`config.mk`:
```
export PLATFORM = sky130hd
export DESIGN_NAME = fifo_rr_drain_flat
export DESIGN_NICKNAME = d
export VERILOG_FILES = /design/src/rtl/fifo_rr_drain_pkg.sv /design/src/rtl/fifo_rr_drain_if.sv /design/src/rtl/fifo_rr_pick.sv /design/src/rtl/fifo_rr_drain.sv /design/src/flat_wrapper.sv
export SDC_FILE = /design/constraint.sdc
export NUM_CORES = 1
export LEC_CHECK = 0
export CAP_MARGIN = 0
export CELL_PAD_IN_SITES_DETAIL_PLACEMENT = 0
export CELL_PAD_IN_SITES_GLOBAL_PLACEMENT = 2
export CORE_ASPECT_RATIO = 1.75
export CORE_MARGIN = 2
export CORE_UTILIZATION = 16
export CTS_CLUSTER_SIZE = 24
export DETAILED_ROUTE_END_ITERATION = 12
export GPL_ROUTABILITY_DRIVEN = 0
export PLACE_DENSITY = 0.82
export RECOVER_POWER = 25
export SKIP_LAST_GASP = 1
export SLEW_MARGIN = 10
export SYNTH_ARGS = -nofsm -noshare
export SYNTH_HDL_FRONTEND = slang
export SYNTH_SLANG_ARGS = --single-unit
```
`constraint.sdc`:
```
create_clock -name clk -period 2.9 [get_ports clk]
set_clock_uncertainty 0.1 [all_clocks]
set_input_delay 0.87 -clock clk [delete_from_list [all_inputs] [get_ports clk]]
set_output_delay 0.87 -clock clk [all_outputs]
set_load 0.05 [all_outputs]
```
`src/rtl/fifo_rr_drain_pkg.sv`:
```
// Shared constants, FSM encoding and burst-length helper for the
// round-robin FIFO drain family.
package fifo_rr_drain_pkg;

    localparam int MAX_PORTS = 8;
    localparam int SRC_W     = 3;

    typedef enum logic {
        ST_IDLE,
        ST_BURST
    } state_t;

    // The comparison runs at full width so a large word count is never truncated before the clamp.
    function automatic int unsigned burst_len(input int unsigned words, input int unsigned limit);
        return (words > limit) ? limit : words;
    endfunction

endpackage

```
`src/rtl/fifo_rr_drain_if.sv`:
```
// FIFO read-side bundle plus the tagged output stream of fifo_rr_drain.
interface fifo_rr_drain_if #(
    parameter int N_PORTS = 4,
    parameter int WW      = 10
);
    import fifo_rr_drain_pkg::*;

    logic [N_PORTS-1:0]    i_fifo_empty;
    logic [N_PORTS*WW-1:0] i_fifo_words;
    logic [N_PORTS*32-1:0] i_fifo_data;
    logic [N_PORTS-1:0]    o_fifo_rd_en;
    logic [N_PORTS-1:0]    i_port_en;
    logic [31:0]           o_out_data;
    logic                  o_out_valid;
    logic                  i_out_ready;
    logic [SRC_W-1:0]      o_out_src;
    logic                  o_out_last;
    logic                  o_busy;

    modport master (
        output i_fifo_empty, i_fifo_words, i_fifo_data, i_port_en, i_out_ready,
        input  o_fifo_rd_en, o_out_data, o_out_valid, o_out_src, o_out_last, o_busy
    );

    modport slave (
        input  i_fifo_empty, i_fifo_words, i_fifo_data, i_port_en, i_out_ready,
        output o_fifo_rd_en, o_out_data, o_out_valid, o_out_src, o_out_last, o_busy
    );

endinterface

```
`src/rtl/fifo_rr_pick.sv`:
```
// Combinational cyclic priority encoder: first set bit of req at or after ptr.
module fifo_rr_pick #(
    parameter  int N     = 4,
    localparam int IDX_W = (N > 1) ? $clog2(N) : 1
) (
    input  logic [N-1:0]     req,
    input  logic [IDX_W-1:0] ptr,
    output logic             valid,
    output logic [IDX_W-1:0] idx
);

    // NOTE: every output of a combinational block gets a default first, otherwise a latch is inferred.
    always_comb begin
        valid = 1'b0;
        idx   = '0;
        // Walk farthest-to-nearest so the candidate closest to ptr is the last write.
        for (int i = N - 1; i >= 0; i--) begin
            if (req[(int'(ptr) + i) % N]) begin
                valid = 1'b1;
                idx   = IDX_W'((int'(ptr) + i) % N);
            end
        end
    end

endmodule

```
`src/rtl/fifo_rr_drain.sv`:
```
// Round-robin burst reader: drains the granted FIFO into one tagged,
// backpressured 32-bit output register.
module fifo_rr_drain
    import fifo_rr_drain_pkg::*;
#(
    parameter int N_PORTS   = 4,
    parameter int BURST_MAX = 16,
    parameter int WW        = 10
) (
    input logic            clk,
    input logic            rst,
    fifo_rr_drain_if.slave bus
);

    localparam int IDX_W = $clog2(N_PORTS);
    localparam int REM_W = $clog2(BURST_MAX + 1);

    state_t             state;
    logic [IDX_W-1:0]   rr_ptr;
    logic [IDX_W-1:0]   grant;
    logic [REM_W-1:0]   rem;

    logic [N_PORTS-1:0] cand;
    logic               pick_valid;
    logic [IDX_W-1:0]   pick_idx;
    logic [WW-1:0]      pick_words;
    logic               rd_fire;
    logic               consume;

    always_comb begin
        cand = '0;
        for (int k = 0; k < N_PORTS; k++) begin
            cand[k] = bus.i_port_en[k] & ~bus.i_fifo_empty[k] & (bus.i_fifo_words[k*WW +: WW] != '0);
        end
    end

    fifo_rr_pick #(.N(N_PORTS)) u_pick (
        .req   (cand),
        .ptr   (rr_ptr),
        .valid (pick_valid),
        .idx   (pick_idx)
    );

    assign pick_words = bus.i_fifo_words[int'(pick_idx)*WW +: WW];

    // A read may only happen when the output register is empty or being drained this cycle.
    assign rd_fire = (state == ST_BURST) && (rem != '0) && (!bus.o_out_valid || bus.i_out_ready);
    assign consume = bus.o_out_valid & bus.i_out_ready;
    assign bus.o_busy = (state == ST_BURST);

    always_comb begin
        bus.o_fifo_rd_en = '0;
        if (rd_fire) begin
            bus.o_fifo_rd_en[grant] = 1'b1;
        end
    end

    // NOTE: sequential state uses non-blocking assignments so every register samples pre-edge values.
    always_ff @(posedge clk) begin
        if (rst) begin
            state           <= ST_IDLE;
            rr_ptr          <= '0;
            grant           <= '0;
            rem             <= '0;
            bus.o_out_valid <= 1'b0;
            bus.o_out_data  <= '0;
            bus.o_out_src   <= '0;
            bus.o_out_last  <= 1'b0;
        end else begin
            if (rd_fire) begin
                bus.o_out_data  <= bus.i_fifo_data[int'(grant)*32 +: 32];
                bus.o_out_src   <= SRC_W'(grant);
                bus.o_out_last  <= (rem == REM_W'(1));
                bus.o_out_valid <= 1'b1;
            end else if (consume) begin
                bus.o_out_valid <= 1'b0;
            end

            case (state)
                ST_IDLE: begin
                    if (pick_valid) begin
                        grant <= pick_idx;
                        rem   <= REM_W'(burst_len(32'(pick_words), BURST_MAX));
                        state <= ST_BURST;
                    end
                end
                ST_BURST: begin
                    if (rd_fire) begin
                        rem <= rem - 1'b1;
                        if (rem == REM_W'(1)) begin
                            rr_ptr <= (grant == IDX_W'(N_PORTS - 1)) ? '0 : grant + 1'b1;
                            state  <= ST_IDLE;
                        end
                    end
                end
            endcase
        end
    end

endmodule

```
`src/flat_wrapper.sv`:
```
// flat-port wrapper written by rule: the top's interface ports become plain ports
module fifo_rr_drain_flat import fifo_rr_drain_pkg::*;
#(
    parameter int N_PORTS   = 4,
    parameter int BURST_MAX = 16,
    parameter int WW        = 10
)
  (clk, rst, bus_i_fifo_empty, bus_i_fifo_words, bus_i_fifo_data, bus_i_port_en, bus_i_out_ready, bus_o_fifo_rd_en, bus_o_out_data, bus_o_out_valid, bus_o_out_src, bus_o_out_last, bus_o_busy);
  fifo_rr_drain_if #(.N_PORTS(N_PORTS), .WW(WW)) bus_i ();
  input logic clk;
  input logic rst;
  input wire logic [$bits(bus_i.i_fifo_empty)-1:0] bus_i_fifo_empty;
  input wire logic [$bits(bus_i.i_fifo_words)-1:0] bus_i_fifo_words;
  input wire logic [$bits(bus_i.i_fifo_data)-1:0] bus_i_fifo_data;
  input wire logic [$bits(bus_i.i_port_en)-1:0] bus_i_port_en;
  input wire logic [$bits(bus_i.i_out_ready)-1:0] bus_i_out_ready;
  output wire logic [$bits(bus_i.o_fifo_rd_en)-1:0] bus_o_fifo_rd_en;
  output wire logic [$bits(bus_i.o_out_data)-1:0] bus_o_out_data;
  output wire logic [$bits(bus_i.o_out_valid)-1:0] bus_o_out_valid;
  output wire logic [$bits(bus_i.o_out_src)-1:0] bus_o_out_src;
  output wire logic [$bits(bus_i.o_out_last)-1:0] bus_o_out_last;
  output wire logic [$bits(bus_i.o_busy)-1:0] bus_o_busy;
  assign bus_i.i_fifo_empty = bus_i_fifo_empty;
  assign bus_i.i_fifo_words = bus_i_fifo_words;
  assign bus_i.i_fifo_data = bus_i_fifo_data;
  assign bus_i.i_port_en = bus_i_port_en;
  assign bus_i.i_out_ready = bus_i_out_ready;
  assign bus_o_fifo_rd_en = bus_i.o_fifo_rd_en;
  assign bus_o_out_data = bus_i.o_out_data;
  assign bus_o_out_valid = bus_i.o_out_valid;
  assign bus_o_out_src = bus_i.o_out_src;
  assign bus_o_out_last = bus_i.o_out_last;
  assign bus_o_busy = bus_i.o_busy;
  fifo_rr_drain #(.N_PORTS(N_PORTS), .BURST_MAX(BURST_MAX), .WW(WW)) u_core (.clk(clk), .rst(rst), .bus(bus_i));
endmodule
```
* After elaboration in Yosys (flattened, before gate mapping) *
Index checks and enable logic that the tools add are counted.
W data, S select, Z words.

operators by class
  add/subtract/negate cells = 5
  $mul = 1
  $lt $le $gt $ge = 7
  equal/unequal tests = 4
  shifts and indexed selects = 2
  multiplexer cells = 33
  bitwise logic cells = 17
  reduce and logical (&&, ||, !) cells = 17

operators with widths
  cell                   count
  $shiftx A128 B8 Y32    1
  $reduce_bool A10 Y1    4
  $shiftx A40 B7 Y10     1
  $mux W1                17
  $mux W5                3
  $lt A3 B4 Y1 const B   3
  $gt A10 B5 Y1 const B  1
  $mux W2                5
  $pmux W5 S2            1
  $and A1 B1 Y1          9
  $bmux W1 S2            4
  $lt A2 B3 Y1 const B   2
  $reduce_or A2 Y1       3
  $eq A5 B1 Y1 const B   1
  $mul A2 B3 Y5 const B  1
  $not A1 Y1             5
  $reduce_bool A5 Y1     1
  $sub A5 B1 Y5 const B  1
  $add A2 B1 Y2 const B  2
  $add A2 B2 Y2 const B  2
  $mux W4                1
  $reduce_and A2 Y1      2
  $and A1 B1 Y1 const A  3
  $logic_and A1 B1 Y1    3
  10 further kinds       10

word-level totals
  register bits = 46
  input bits = 179
  output and inout port bits = 42
  logic and storage cells = 94

* Depth between registers and ports, before layout *
Gate-level depths: netlist of the first run.

  word-level depth = 16
  mapped depth = 9
  gate-level depth less buffers = 8

* By module *
A second synthesis of the first run with hierarchy kept.

unflattened totals
  cells, all modules = 322
  area, all modules = 3034.2 µm²

modules (own cells, without submodules)
  module         instances  cells each  area an instance (µm²)  sequential area each (µm²)
  fifo_rr_drain  1          309         2956.6                  920.9
  fifo_rr_pick   1          13          77.6                    0.0

* Least setup slack after synthesis of the first run *
OpenSTA, ideal clock, no wires.

  path kind = input to register
  start = input port bus_i_fifo_words[16]
  end = register u_core.rem[3]
  setup time = 87 ps
  data arrival time = 2945 ps
  required time = 2713 ps
  setup slack = -232 ps
  cell stages on the path = 6
  path buffers = 0
  cells stage by stage = or4_4 -> o31a_1 -> a221o_1 -> a21oi_2 -> mux2_2 -> o31ai_1

between the ends
  cells in the longest elaborated chain, start to end = 15
  elaborated cells between the ends (all ways) = 29
  those cells by class = mul (1); order compare (1); eq/ne (1); shift (1); mux (22); bitwise (1); reduce/logical (2)

RTL lines
  what                                        RTL line                 source
  start: declaration                          flat_wrapper.sv:13       input wire logic [$bits(bus_i.i_fifo_words)-1:0] bus_i_fifo_words;
  $reduce_bool A10 Y1                         fifo_rr_drain.sv:33      cand[k] = bus.i_port_en[k] & ~bus.i_fifo_empty[k] & (bus.i_fifo_words[k*WW +: WW] != '0);
  $and A1 B1 Y1                               fifo_rr_drain.sv:33
  $bmux W1 S2                                 fifo_rr_pick.sv:18       if (req[(int'(ptr) + i) % N]) begin
  $mux W1 (not written as such) (2 in a row)  fifo_rr_pick.sv:18
  $mux W2 (4 in a row)                        fifo_rr_pick.sv:18
  $mul A2 B3 Y5                               fifo_rr_drain.sv:44      assign pick_words = bus.i_fifo_words[int'(pick_idx)*WW +: WW];
  $shiftx A40 B7 Y10                          fifo_rr_drain.sv:44
  $gt A10 B5 Y1                               fifo_rr_drain_pkg.sv:15  return (words > limit) ? limit : words;
  $mux W5                                     fifo_rr_drain_pkg.sv:15
  $mux W5                                     fifo_rr_drain.sv:81      if (pick_valid) begin
  $pmux W5 S2                                 fifo_rr_drain.sv:79      case (state)
  end signal: assignment                      fifo_rr_drain.sv:83      rem <= REM_W'(burst_len(32'(pick_words), BURST_MAX));
  end signal: assignment                      fifo_rr_drain.sv:89      rem <= rem - 1'b1;
  end: declaration                            fifo_rr_drain.sv:21      logic [REM_W-1:0] rem;

Parallel ways exist; a longest one is shown, timed or not. The select of a mux whose other input is x is not followed.
A chain may end at the register's enable or synchronous reset.

* Worst setup path after layout of the first run *
  start = input port bus_i_fifo_words[19]
  end = register u_core.rem[2]

The elaborated chain is that of the path after synthesis.

==> qor.csv, run 1 <==
stage;metric;value;unit
power;PwrDens;369;nW/um^2
sta;RSZ-0062 raised after global routing;true;
clock_network;Clock transition at path regs;70;ps
placement;DP HPWL;9910;um
drt;DR vias;3434;
clock_network;CTS tree;built;
sta;Final Max Slew Viols;0;
floorplanning;Die Area;19900;um^2
synthesis;Post-Synth Adder-Cell Area;0.0251;
critical_path;CP Launch Type;primary input;
sta;final setup fails;5;
grt;Tot GR Track Use;0.119;
placement;port bufs;219;
synthesis;post-synth cell types;51;
synthesis;post-synthesis cell area;3000;um^2
drt;Detailed Route Iter0 Violations;84;
synthesis;Post-Synth XOR/XNOR Area;0.00292;
synthesis;syn nets;512;
clock_network;Max Buffers Root-to-Sink;2;
floorplanning;die height;185;um
drt;DRC;0;
grt;initial antenna violation count;1;
grt;largest net degree at the start of global routing;35;
finish;Layout area overhead;98.6;%
critical_path;Worst EP required;2960;ps
grt;routing usage on met2;0.235;
grt;first-pass GRT wire length;18500;um
hold_path;Hold WC Path Type;reg -> reg;
critical_path;CP max FO;7;
drt;vias per inst;4.29;
clock_network;Clock Sinks;46;
sta;max_slew headroom;0.613;
synthesis;complex-gate fraction of the synthesized area;0.164;
synthesis;Synth Area in Simple Gates;0.179;
finish;Layout Nets;746;
grt;total grt overflow;0;
floorplanning;Core ar.;18500;um^2
drt;Avg WL per Cell;15.2;um
outcome;status;finished with violations;
sta;Final Hold Viols;0;
clock_network;cts hold-fix bufs;0;
sta;slew at the pin closest to its max-slew limit;578;ps
synthesis;ys flop type;dfxtp_1;
power;IR drop worst, VDD;0.278;mV
power;Tot Pwr;0.00220;W
floorplanning;io pins;221;
finish;fillers;1932;
synthesis;post-synthesis mux area share;0.279;
floorplanning;Die X;107;um
outcome;failing checks;setup timing;
sta;fmax;330;MHz
sta;Final WS setup;-132;ps
critical_path;Setup crit end kind;flip-flop;
critical_path;crit path DAT;3090;ps
clock_network;Root Buffer;clkbuf_16;
grt;met1 GRT Util;0.113;
sta;Final period util;1.05;
grt;GRT busiest layer;met2;
clock_network;total CTS buffers;5;
drt;antenna-violating nets left;0;
floorplanning;Starting Density;0.162;
synthesis;largest family of logic cells by synthesized area;multiplexers;
grt;met3 usage;0.0355;
synthesis;Seq/Total Area, Yosys;0.307;
power;static leakage;2.14;nW
floorplanning;standard-cell rows;66;
placement;pre-CTS setup slack;-847;ps
clock_network;Clk Latency, worst-skew pair;290;ps
drt;WL final;12200;um
synthesis;Post-synth EDFFs;0;
drt;TritonRoute pass-1 iters;4;
critical_path;kind of critical path;in -> reg;
synthesis;yosys warns;0;
synthesis;Synth Area per Inst;9.16;um^2
synthesis;Synth Register Bits;46;
job;Max Cap Viol;0;
finish;share of layout cells above drive strength 1;0.214;
sta;hold slack final;352;ps
grt;vias in the first global route;3666;
sta;minimum clock period;3030;ps
clock_network;H-tree levels;2;
synthesis;Mapped Cells;327;
synthesis;async set-reset flop share out of synthesis;0;
## worst max-delay path, stage by stage
cell and delay, ps:
buf_6 90, or4_4 520, o31a_1 300, a221o_1 450
a21oi_4 310, o21a_1 230, a2bb2oi_4 220, o31ai_2 90
## where the power goes
part / total (W) / switching, W / internal [W]
registers: 0.000716 / 0.0000363 / 0.000680
logic: 0.000888 / 0.000415 / 0.000473
clock network: 0.000593 / 0.000250 / 0.000343
## flip-flops by register name, summed over array words and instances, names as in the netlist
register                cells
u_core.bus.o_busy           1
u_core.bus.o_out_data      32
u_core.bus.o_out_last       1
u_core.bus.o_out_src        2
u_core.bus.o_out_valid      1
u_core.grant                2
u_core.rem                  5
u_core.rr_ptr               2
## stage by stage
stage | TNS (ps) | utilization | instances | area (um^2)
6_report | -584 | 0.322 | 801 | 5950
5_1_grt | -942 | 0.322 | 800 | 5950
4_1_cts | -511 | 0.319 | 799 | 5900
3_5_place_dp | -5440 | 0.306 | 788 | 5660
3_3_place_gp | -5170 | 0.306 | 788 | 5660
2_1_floorplan | -454 | - | 327 | 3010
## area by class of cell
type                    count  area (um^2)  share of cell area
repair buffers            251         2450               0.412
multi-input cells         250         2100               0.353
flip-flops and latches     46          923               0.155
well taps                 238          298              0.0500
clock buffers               7          143              0.0240
inverters                   7         26.3             0.00441
clock inverters             1         5.00            0.000841
diodes                      1         2.50            0.000420
## cells in the mapped netlist (2+ instances only)
cell type	n	area share
or2_2	3	0.0063
o221ai_1	2	0.0058
nand2_1	79	0.099
clkbuf_1	17	0.021
dfxtp_1	46	0.31
a21oi_1	43	0.072
nor3_1	3	0.0050
buf_4	2	0.0050
o31ai_1	4	0.010
mux4_2	32	0.24
a21o_1	3	0.0075
and2_1	4	0.0083
a311o_1	2	0.0067
mux2i_1	7	0.023
ha_1	6	0.025
inv_1	7	0.0088
nor2b_1	2	0.0042
nand3_1	4	0.0067
buf_1	5	0.0063
a211oi_1	2	0.0050
nor2_1	13	0.016
o21ai_0	3	0.0050
nand2b_1	3	0.0063
nor4_1	6	0.013
mux2_2	3	0.011
## cell families (layout without fill, tap and decap cells)
group                    after synthesis  after routing
AND/OR/NAND/NOR                      122            122
AO/OA/AOI/OAI                         77             77
flip-flops                            46             46
multiplexers                          43             43
buffers and inverters                 31            266
adder cells (fa/ha/maj)                6              6
other                                  1              2
XOR/XNOR                               1              1
## routing by layer
metal,share of wire,up-vias,wire length (um)
li1,-,1665,-
met1,0.33,1603,4020
met2,0.56,150,6870
met3,0.086,16,1050
met4,0.020,0,248
met5,0,-,0
## path summary, 6_finish.rpt
path                                               start                                     end  slack, ps  depth (start not counted)
setup / recovery                    bus_i_fifo_words[19]              u_core.rem[2]$_SDFFE_PP0P_       -130                          8
hold / removal    u_core.bus.o_out_data[18]$_SDFFE_PP0P_  u_core.bus.o_out_data[18]$_SDFFE_PP0P_        350                          2
setup reg to reg              u_core.rem[0]$_SDFFE_PP0P_           u_core.rr_ptr[0]$_SDFFE_PP0P_        590                          9
hold reg to reg   u_core.bus.o_out_data[18]$_SDFFE_PP0P_  u_core.bus.o_out_data[18]$_SDFFE_PP0P_        350                          2
## cell usage in the layout, fill, tap and decap left out, types with 3 or more instances in the layout
cell	count
mux2_4	3
inv_1	7
a21oi_1	43
nor2_1	13
buf_4	31
clkbuf_16	5
buf_2	5
buf_12	4
dlymetal6s2s_1	4
dfxtp_1	44
nand2_1	79
clkdlybuf4s50_1	196
ha_1	6
nor3_1	3
a21o_1	3
mux2i_1	7
dlygate4sd2_1	6
nand3_1	4
mux4_2	32
and2_2	3
nor4_2	4
buf_6	3
## what timing repair did
item / in CTS / in global routing
pin swaps: 17 / 12
resized for setup: 52 / 14
setup buffers: 4 / 2
gates cloned: 0 / 0
hold endpoints to repair: 0 / 0
setup endpoints to repair: 11 / 6
(Power assumes the default switching activity.)
==> run 2, diff against run 1 <==
Settings changed: CORE_UTILIZATION 16 to 19, PLACE_DENSITY 0.82 to 0.91, SLEW_MARGIN 10 to unset.
Clock period 2.9 ns to 3.5 ns, I/O delays scaled along.
==> run 2 against run 1 <==
The run now ends clean. Largest cell class unchanged. Critical path type unchanged. Flip-flop and latch count unchanged. Via count down 0.38%. Worst hold slack hardly changed.
==> qor.csv, run 2 (synthesized netlist as in run 1, its figures left out) <==
stage;metric;value;unit;change
drt;WL final;11600;um;was 12200 um
critical_path;kind of critical path;in -> reg;;unchanged
placement;DP HPWL;9740;um;was 9910 um
sta;Final Max Slew Viols;0;;unchanged
clock_network;cts hold-fix bufs;0;;unchanged
sta;max_slew headroom;0.502;;was 0.613
power;IR drop worst, VDD;0.182;mV;was 0.278 mV
finish;max reg flops;32;;unchanged
finish;design area;5770;um^2;was 5950 um^2
drt;DR vias;3421;;was 3434
sta;Final period util;0.977;;
critical_path;r2r worst-path depth;8;;was 9
floorplanning;Die X;98.9;um;was 107 um
hold_path;Hold WC Path Type;reg -> reg;;unchanged
finish;most frequent cells in the layout;clkdlybuf4s50_1, nand2_1, dfxtp_1;;unchanged
outcome;status;finished clean;;was finished with violations
finish;Top Registers;u_core.bus.o_out_data x32, u_core.rem x5;;unchanged
finish;final core occ;0.375;;was 0.322
sta;Final Hold Viols;0;;unchanged
floorplanning;Starting Density;0.195;;was 0.162
finish;share of layout cells above drive strength 1;0.167;;was 0.214
power;PwrDens;309;nW/um^2;was 369 nW/um^2
clock_network;H-tree levels;2;;unchanged
clock_network;CTS tree;built;;unchanged
finish;commonest non-fill, non-tap cell in the layout;clkdlybuf4s50_1;;unchanged
clock_network;Clk Latency, worst-skew pair;280;ps;was 290 ps
clock_network;Clock Sinks;46;;unchanged
sta;setup_tns;0;ps;was -584 ps
drt;Detailed Route Iter0 Violations;61;;was 84
floorplanning;io pins;221;;unchanged
grt;total grt overflow;0;;unchanged
sta;slew at the pin closest to its max-slew limit;747;ps;was 578 ps
floorplanning;Die Area;16800;um^2;was 19900 um^2
critical_path;CP Launch Type;primary input;;unchanged
critical_path;Setup crit end kind;flip-flop;;unchanged
finish;fillers;1560;;was 1932
clock_network;Max Buffers Root-to-Sink;2;;unchanged
critical_path;CP max FO;7;;unchanged
floorplanning;standard-cell rows;60;;was 66
grt;first-pass GRT wire length;18000;um;was 18500 um
drt;Avg WL per Cell;15.6;um;was 15.2 um
floorplanning;Core ar.;15400;um^2;was 18500 um^2
clock_network;total CTS buffers;5;;unchanged
finish;Largest Register;u_core.bus.o_out_data;;unchanged
grt;Tot GR Track Use;0.134;;was 0.119
drt;antenna-violating nets left;0;;unchanged
grt;largest net degree at the start of global routing;34;;was 35
critical_path;Worst EP required;3540;ps;was 2960 ps
drt;TritonRoute pass-1 iters;4;;unchanged
finish;# diodes;0;;was 1
clock_network;Clock transition at path regs;60;ps;was 70 ps
drt;DRC;0;;unchanged
drt;vias per inst;4.61;;was 4.29
grt;vias in the first global route;3706;;was 3666
sta;minimum clock period;3420;ps;
clock_network;Root Buffer;clkbuf_16;;unchanged
placement;placed inst area;5550;um^2;was 5660 um^2
finish;register area;923;um^2;unchanged
floorplanning;die height;170;um;was 185 um
finish;area of the multi-input gates;2010;um^2;was 2100 um^2
power;static leakage;2.09;nW;was 2.14 nW
finish;Layout Nets;740;;was 746
grt;initial antenna violation count;0;;was 1
hold_path;Hold Path Stages;2;;unchanged
job;Max Cap Viol;0;;unchanged
critical_path;crit path DAT;3460;ps;was 3090 ps
sta;fmax;292;MHz;
sta;final setup fails;0;;was 5
placement;port bufs;219;;unchanged
finish;Layout area overhead;92.6;%;was 98.6%
## run 2: cell count changes in the layout (fill, tap and decap cells not counted), sizes merged
cell,previous run,this run
clkdlybuf4s15,1,0
dlymetal6s2s,4,5
buf,43,30
dlygate4sd2,6,0
clkdlybuf4s50,196,203
diode,1,0
dlygate4sd3,0,6
## run 2: final cells by class
type                    instances  share of cell area
flip-flops and latches         46               0.160
well taps                     186              0.0403
clock inverters                 1            0.000867
clock buffers                   7              0.0247
inverters                       7             0.00455
repair buffers                245               0.422
multi-input cells             250               0.348
## run 2: path summary, 6_finish.rpt
check / startpoint / end / slack (ps)
max: bus_i_fifo_words[10] / u_core.rem[0]$_SDFFE_PP0P_ / 80
min: u_core.bus.o_out_src[0]$_SDFFE_PP0P_ / u_core.bus.o_out_src[0]$_SDFFE_PP0P_ / 350
min reg2reg: u_core.bus.o_out_src[0]$_SDFFE_PP0P_ / u_core.bus.o_out_src[0]$_SDFFE_PP0P_ / 350
max reg2reg: u_core.rem[0]$_SDFFE_PP0P_ / u_core.rem[1]$_SDFFE_PP0P_ / 1130
## run 2: repair_timing
item                                   4_1_cts  5_1_grt
endpoints found under the hold margin        0        0
setup buffers                                0        2
pin swaps                                    1       10
resized for setup                            3       11
setup endpoints to repair                    4        7
## run 2: worst max-delay path: stages
cell and delay, ps:
clkdlybuf4s50_1 430, or4_4 450, o31a_1 300, a221o_1 420
a21oi_2 150, buf_4 160, mux2_1 330, nand3_1 90
a31oi_1 70
## run 2: report_power, final
part	switching [W]	internal [W]
clock network	0.000194	0.000283
logic	0.000331	0.000382
registers	0.0000297	0.000564
## run 2: metal layers
| metal | vias to the layer above | routed length [um] | track usage |
|---|---|---|---|
| li1 | 1655 | - | - |
| met1 | 1598 | 3720 | 0.119 |
| met2 | 148 | 6700 | 0.276 |
| met3 | 20 | 854 | 0.0353 |
| met4 | 0 | 299 | 0.0518 |
| met5 | - | 0 | 0 |
## run 2: stage by stage
stage,power [W],std cells,worst slack [ps],hold WS (ps)
2_1_floorplan,0.000957,327,166,351
3_3_place_gp,0.00131,732,-377,342
3_5_place_dp,0.00132,732,-406,347
4_1_cts,0.00181,740,29.0,356
5_1_grt,0.00188,742,-16.0,374
6_report,0.00178,742,81.1,352
